--- config.mk ---
export PLATFORM = sky130hd
export DESIGN_NAME = mem_port_arbiter
export DESIGN_NICKNAME = d
export VERILOG_FILES = /design/src/rtl/mem_port_arbiter.sv
export SDC_FILE = /design/constraint.sdc
export NUM_CORES = 1
export LEC_CHECK = 0
export CAP_MARGIN = 20
export CORE_ASPECT_RATIO = 1.2
export CORE_MARGIN = 8
export CORE_UTILIZATION = 46
export DETAILED_ROUTE_END_ITERATION = 10
export GPL_TIMING_DRIVEN = 0
export PLACE_DENSITY = 0.89
export SYNTH_ARGS = -nofsm -noshare
export SYNTH_HDL_FRONTEND = slang
export SYNTH_SLANG_ARGS = --single-unit
--- constraint.sdc ---
create_clock -name Clock -period 2.9 [get_ports Clock]
set_input_delay 0.58 -clock Clock [delete_from_list [all_inputs] [get_ports Clock]]
set_output_delay 0.58 -clock Clock [all_outputs]
set_load 0.05 [all_outputs]
--- src/rtl/mem_port_arbiter.sv ---
// mem_port_arbiter
//   Shares one single-port 16-bit memory between an instruction-fetch port (I)
//   and a load/store port (D). Only one transaction is in flight at a time.
//
//   Parameter
//     MEM_LAT   cycles from the MemEn pulse to valid MemRData (1..15)
//   Ports
//     Clock, ResetN                 single rising-edge clock, async active-low reset
//     IReq/IAddr -> IGnt            fetch request (always a read), combinational grant
//     IValid/IData                  fetch response pulse and held read data
//     DReq/DWe/DAddr/DWData -> DGnt load/store request, combinational grant
//     DValid/DRData                 read data / write ack pulse and held read data
//     MemEn/MemWe/MemAddr/MemWData  memory command (MemEn is a one-cycle pulse)
//     MemRData                      memory read data, sampled MEM_LAT cycles after MemEn
//     Busy                          high whenever the controller is not idle
module mem_port_arbiter #(
    parameter int unsigned MEM_LAT = 2
) (
    input  logic        Clock,
    input  logic        ResetN,
    input  logic        IReq,
    input  logic [15:0] IAddr,
    output logic        IGnt,
    output logic        IValid,
    output logic [15:0] IData,
    input  logic        DReq,
    input  logic        DWe,
    input  logic [15:0] DAddr,
    input  logic [15:0] DWData,
    output logic        DGnt,
    output logic        DValid,
    output logic [15:0] DRData,
    output logic        MemEn,
    output logic        MemWe,
    output logic [15:0] MemAddr,
    output logic [15:0] MemWData,
    input  logic [15:0] MemRData,
    output logic        Busy
);

    typedef enum logic [1:0] {StIdle, StIssue, StWait, StResp} state_e;

    state_e      state_q, state_d;
    logic [3:0]  cnt_q, cnt_d;
    logic        last_d_q, last_d_d;   // last grant went to D
    logic        own_d_q, own_d_d;     // current transaction belongs to D
    logic        we_q, we_d;
    logic [15:0] addr_q, addr_d;
    logic [15:0] wdata_q, wdata_d;
    logic [15:0] idata_q, idata_d;
    logic [15:0] drdata_q, drdata_d;
    logic        ivalid_q, ivalid_d;
    logic        dvalid_q, dvalid_d;
    logic        mem_en_q, mem_en_d;
    logic        mem_we_q, mem_we_d;
    logic        busy_q, busy_d;
    logic        i_gnt, d_gnt;

    // Grants are gated by ResetN so they drop immediately while reset is held.
    // On a tie the port that was not granted last wins.
    always_comb begin
        i_gnt = ResetN && (state_q == StIdle) && IReq && (!DReq || last_d_q);
        d_gnt = ResetN && (state_q == StIdle) && DReq && (!IReq || !last_d_q);
    end

    always_comb begin
        state_d  = state_q;
        cnt_d    = cnt_q;
        last_d_d = last_d_q;
        own_d_d  = own_d_q;
        we_d     = we_q;
        addr_d   = addr_q;
        wdata_d  = wdata_q;
        idata_d  = idata_q;
        drdata_d = drdata_q;
        ivalid_d = 1'b0;
        dvalid_d = 1'b0;
        mem_en_d = 1'b0;
        mem_we_d = 1'b0;

        case (state_q)
            StIdle: begin
                if (i_gnt || d_gnt) begin
                    state_d  = StIssue;
                    last_d_d = d_gnt;
                    own_d_d  = d_gnt;
                    we_d     = d_gnt && DWe;
                    addr_d   = d_gnt ? DAddr : IAddr;
                    if (d_gnt) begin
                        wdata_d = DWData;
                    end
                    mem_en_d = 1'b1;
                    mem_we_d = d_gnt && DWe;
                end
            end
            StIssue: begin
                if (we_q) begin
                    // Writes complete at issue; acknowledge on the next cycle.
                    state_d  = StResp;
                    dvalid_d = 1'b1;
                end else begin
                    state_d = StWait;
                    cnt_d   = 4'(MEM_LAT - 1);
                end
            end
            StWait: begin
                if (cnt_q == 4'd0) begin
                    state_d = StResp;
                    if (own_d_q) begin
                        drdata_d = MemRData;
                        dvalid_d = 1'b1;
                    end else begin
                        idata_d  = MemRData;
                        ivalid_d = 1'b1;
                    end
                end else begin
                    cnt_d = cnt_q - 4'd1;
                end
            end
            StResp: begin
                state_d = StIdle;
            end
            default: begin
                state_d = StIdle;
            end
        endcase

        busy_d = (state_d != StIdle);
    end

    always_ff @(posedge Clock or negedge ResetN) begin
        if (!ResetN) begin
            state_q  <= StIdle;
            cnt_q    <= 4'd0;
            last_d_q <= 1'b1;
            own_d_q  <= 1'b0;
            we_q     <= 1'b0;
            addr_q   <= 16'h0000;
            wdata_q  <= 16'h0000;
            idata_q  <= 16'h0000;
            drdata_q <= 16'h0000;
            ivalid_q <= 1'b0;
            dvalid_q <= 1'b0;
            mem_en_q <= 1'b0;
            mem_we_q <= 1'b0;
            busy_q   <= 1'b0;
        end else begin
            state_q  <= state_d;
            cnt_q    <= cnt_d;
            last_d_q <= last_d_d;
            own_d_q  <= own_d_d;
            we_q     <= we_d;
            addr_q   <= addr_d;
            wdata_q  <= wdata_d;
            idata_q  <= idata_d;
            drdata_q <= drdata_d;
            ivalid_q <= ivalid_d;
            dvalid_q <= dvalid_d;
            mem_en_q <= mem_en_d;
            mem_we_q <= mem_we_d;
            busy_q   <= busy_d;
        end
    end

    // MemAddr/MemWData are the latched request fields, so they hold outside issue.
    always_comb begin
        IGnt     = i_gnt;
        DGnt     = d_gnt;
        IValid   = ivalid_q;
        IData    = idata_q;
        DValid   = dvalid_q;
        DRData   = drdata_q;
        MemEn    = mem_en_q;
        MemWe    = mem_we_q;
        MemAddr  = addr_q;
        MemWData = wdata_q;
        Busy     = busy_q;
    end

endmodule

After elaboration in Yosys (flattened, before gate mapping)
Index checks and enable logic that the tools add are counted.
- eq/ne operators: 5
- div/mod/pow operators: 0
- magnitude comparators: 0
- $mul: 0
- add/subtract/negate cells: 1
- reduce and logical (&&, ||, !) cells: 21
- mux-type cells: 19
- shift operators: 0
- bitwise operators: 1
- operator list (kind ; count):
    $mux W16 ; 1
    $reduce_and A3 Y1 ; 4
    $mux W1 ; 11
    $mux W4 ; 2
    $pmux W2 S4 ; 1
    $pmux W4 S2 ; 1
    $logic_and A1 B1 Y1 ; 6
    $eq A2 B2 Y1 const B ; 2
    $logic_not A4 Y1 ; 1
    $mux W2 ; 2
    $ne A2 B2 Y1 const B ; 2
    $reduce_bool A2 Y1 ; 2
    $sub A4 B1 Y4 const B ; 1
    $logic_not A1 Y1 ; 3
    $logic_or A1 B1 Y1 ; 3
    $eq A2 B1 Y1 const B ; 1
    $logic_not A2 Y1 ; 1
    $pmux W1 S2 ; 1
    $reduce_and A2 Y1 ; 1
    $not A1 Y1 ; 1
- input port bits: 69
- bits in writable memories: 0
- memories: 0
- bits in latches: 0
- register bits: 78
- logic and storage cells: 61
- memory bits (read-only): 0
- output and inout bits: 71

Longest topological paths before layout
- depth after elaboration: 8
- gate-level depth with buffers: 8
- gate-level depth less buffers: 6

Worst setup path before layout
Ideal clock, no wire load.
- kind: register -> output
- from: register state_q[0]
- to: output DGnt
- path buffers: 3
- cell stages (with the launch flop): 8
- slack: 0.780 ns
- data required time: 2.320 ns
- arrival time: 1.540 ns
- cells stage by stage: dfrtp_1 > inv_1 > ha_1 > and3_1 > buf_6 > and2_1 > buf_6 > buf_2
- cells in the longest elaborated chain, start to end: 4
- ends and longest elaborated chain (element ; line ; source):
    start, declared ; 43 ; state_e state_q, state_d;
    start signal, assigned ; 133 ; state_q <= StIdle;
    start signal, assigned ; 148 ; state_q <= state_d;
    $logic_not A2 Y1 ; 63 ; d_gnt = ResetN && (state_q == StIdle) && DReq && (!IReq || !last_d_q);
    $logic_and A1 B1 Y1 (3 in series) ; 63 ;
    end, declared ; 30 ; output logic DGnt,
Every way passes these cells.

Final worst setup path
- from: input DReq
- to: output DGnt
- cells in the longest elaborated chain, start to end: 2
- ends and longest elaborated chain (element ; line ; source):
    start, declared ; 26 ; input logic DReq,
    $logic_and A1 B1 Y1 (2 in series) ; 63 ;
Every way passes these cells.

==> impl_metrics.yaml <==
logic_synthesis:
  yosys_register_bits: 78
  syn_area_mm2: 0.00331
  syn_area_per_cell_um2: 13.1
  synth-edff-count: 0
  synth_top_area_share: 0.582
  synthDistinctLibCells: 38
  syn_nets: 327
  synth.most_common_cell: "dfrtp_1"
  async_flop_share: 1.00
  yosys_warnings: 0
  synthTopCellsByCount: "dfrtp_1, mux2_1, nand2_1"
  syn_inst: 252
  seq_area_frac_synth: 0.590
  synthFlopType: "dfrtp_1"
  synthTopCellsByArea: "dfrtp_1, mux2_1, mux2_4"
  yosys.area.top_type: "dfrtp_1"
drt:
  drtAntennaViolNets: 0
  drt_first_pass_iters: 4
  drc: 0
  routedWlPerCell_um: 17.9
  vias: 2554
  vias_per_cell: 5.12
  routed_wl_um: 8920
  drt_iter0_markers: 63
clocking:
  cts_hold_buf: 0
  cts.path.max_buffers: 2
  root_buffer: "clkbuf_8"
  postCtsSetupBuffers: 0
  cts.clk_slew.worst_paths_ps: 90
  clock_latency_ps: 350
  htree_levels: 3
  cts_tree: "yes"
  cts_sinks: 78
  cts_buffers: 9
die:
  die_h_um: 109
  start_util: 0.466
  die_width_um: 93.5
  io_pins: 140
  rows: 34
  dieArea_mm2: 0.0102
  core_mm2: 0.00710
run_status:
  outcome: "completed"
worst_setup_path:
  r2r-end: "IData[12]"
  r2r_cells: 6
  startpoint: "DReq"
  rrSetupSlack_ps: 830
  cp_max_fo: 10
  cp.required_ps: 2320
  endpoint_kind: "output pin"
  crit-reg2reg-launch: "state_q[0]"
  crit_path_end: "DGnt"
  criticalPathCategory: "input port to output pin"
  critPathArrivalTime_ps: 2150
  startpoint_type: "input port"
hold_path:
  hold_class: "input port to asynchronous set/reset pin"
job:
  drv_cap: 0
power_and_ir_drop:
  p_leak_nw: 2.19
  p_per_area_mw_per_mm2: 1290
  peakVddDrop_mv: 0.738
  p_total_w: 0.00657
layout:
  drive_gt1_frac: 0.110
  finalNonFillerCells: 499
  final_core_util: 0.715
  fin_nets: 479
  syn2layout_area_growth_pct: 53.3
  fillerInstances: 505
  antenna_cells: 0
global_routing:
  grt_antenna_before_repair: 0
  grt_pass1_wl_um: 14200
  grt_overflow_total: 0
  grt_pass1_vias: 2872
  grtUsageTotal: 0.179
  grt_start_max_net_pins: 35
placement:
  dp_cells: 482
  place_hpwl_um: 6800
  port_buffers: 139
  place_ws_ps: -585
  gp_congestion: 0.776
timing:
  rsz0062_at_grt: "no"
  fin_crit_sh: 0.941
  worst_slew_margin_rel: 0.624
  setup_viol: 0
  tightest_slew_ps: 562
  hold_slack_ps: 86.8
  drv_slew: 0
  finalCriticalPeriod_ps: 2730
  fin_skew_ps: 14.9
  fin_ws_ps: 172
  final_hold_viol_count: 0
  fmax_mhz: 367
kinds of logic after synthesis:
logic type               after synthesis  synth area share
AND/OR/NAND/NOR                       68             0.100
adder cells (fa/ha/maj)                6            0.0227
flip-flops                            78             0.590
multiplexers                          49             0.179
AO/OA/AOI/OAI                         31            0.0717
buffers and inverters                 20            0.0366
worst min-delay path by stage:
stage | start | end | depth (start not counted)
detailed placement | ResetN | IData[11] | 1
finish | ResetN | DRData[14] | 1
floorplan | ResetN | Busy | 0
CTS | ResetN | IData[11] | 1
global placement | IData[13] | IData[13] | 1
global route | ResetN | IData[14] | 1
state kept, by name, summed over array words and instances, names as in the netlist:
| name | cells |
|---|---|
| MemAddr | 16 |
| state_q | 2 |
| own_d_q | 1 |
| cnt_q | 4 |
| MemWe | 1 |
| MemEn | 1 |
| MemWData | 16 |
| Busy | 1 |
| IData | 16 |
| DRData | 16 |
| we_q | 1 |
| last_d_q | 1 |
| DValid | 1 |
| IValid | 1 |
layout make-up:
cell class	instances	area [um2]	area share
clock inverters	7	81.3	0.0160
flip-flops and latches	78	1950	0.384
repair buffers	141	1450	0.285
clock buffers	9	124	0.0244
multi-input cells	154	1240	0.244
well taps	90	113	0.0222
plain buffers	12	91.3	0.0180
inverters	8	30.0	0.00591
routing by layer:
layer / global-route usage / up-vias / share of wire
met5: 0 / - / 0
met4: 0.0992 / 0 / 0.036
met3: 0.0606 / 26 / 0.088
met2: 0.313 / 107 / 0.51
met1: 0.183 / 1224 / 0.37
li1: - / 1197 / -
power breakdown:
part,switching [W],internal (W)
clock network,0.000422,0.000407
logic,0.00244,0.00140
registers,0.000293,0.00162
stage by stage:
| step | instance area [um2] | setup TNS [ps] |
|---|---|---|
| floorplan | 3310 | 0 |
| global placement | 4820 | -206720 |
| detailed placement | 4840 | -620 |
| CTS | 5070 | 0 |
| global route | 5080 | 0 |
| finish | 5080 | 0 |
critical path, stage by stage:
cell,delay (ps)
clkdlybuf4s50_1,510
and3_1,180
buf_6,130
and2_1,140
buf_6,140
buf_2,230
buf_4,230
cells in the final DEF (no fill, tap or decap), drive strengths merged, types with 2 or more instances in the layout:
cell,instances
a21o,3
and2,2
and3,2
buf,11
clkbuf,13
clkdlybuf4s50,136
clkinvlp,3
dfrtp,77
ha,6
inv,10
mux2,49
nand2,37
nand3,16
nand3b,2
nor2,2
o211ai,18
o21ai,2
or3,2
timing repair:
action,in CTS,in global routing
resized for setup,5,3
endpoints found under the hold margin,0,0
cloned,1,0
setup endpoints to repair,2,2
Note: power is estimated with default switching activity, not from simulation.
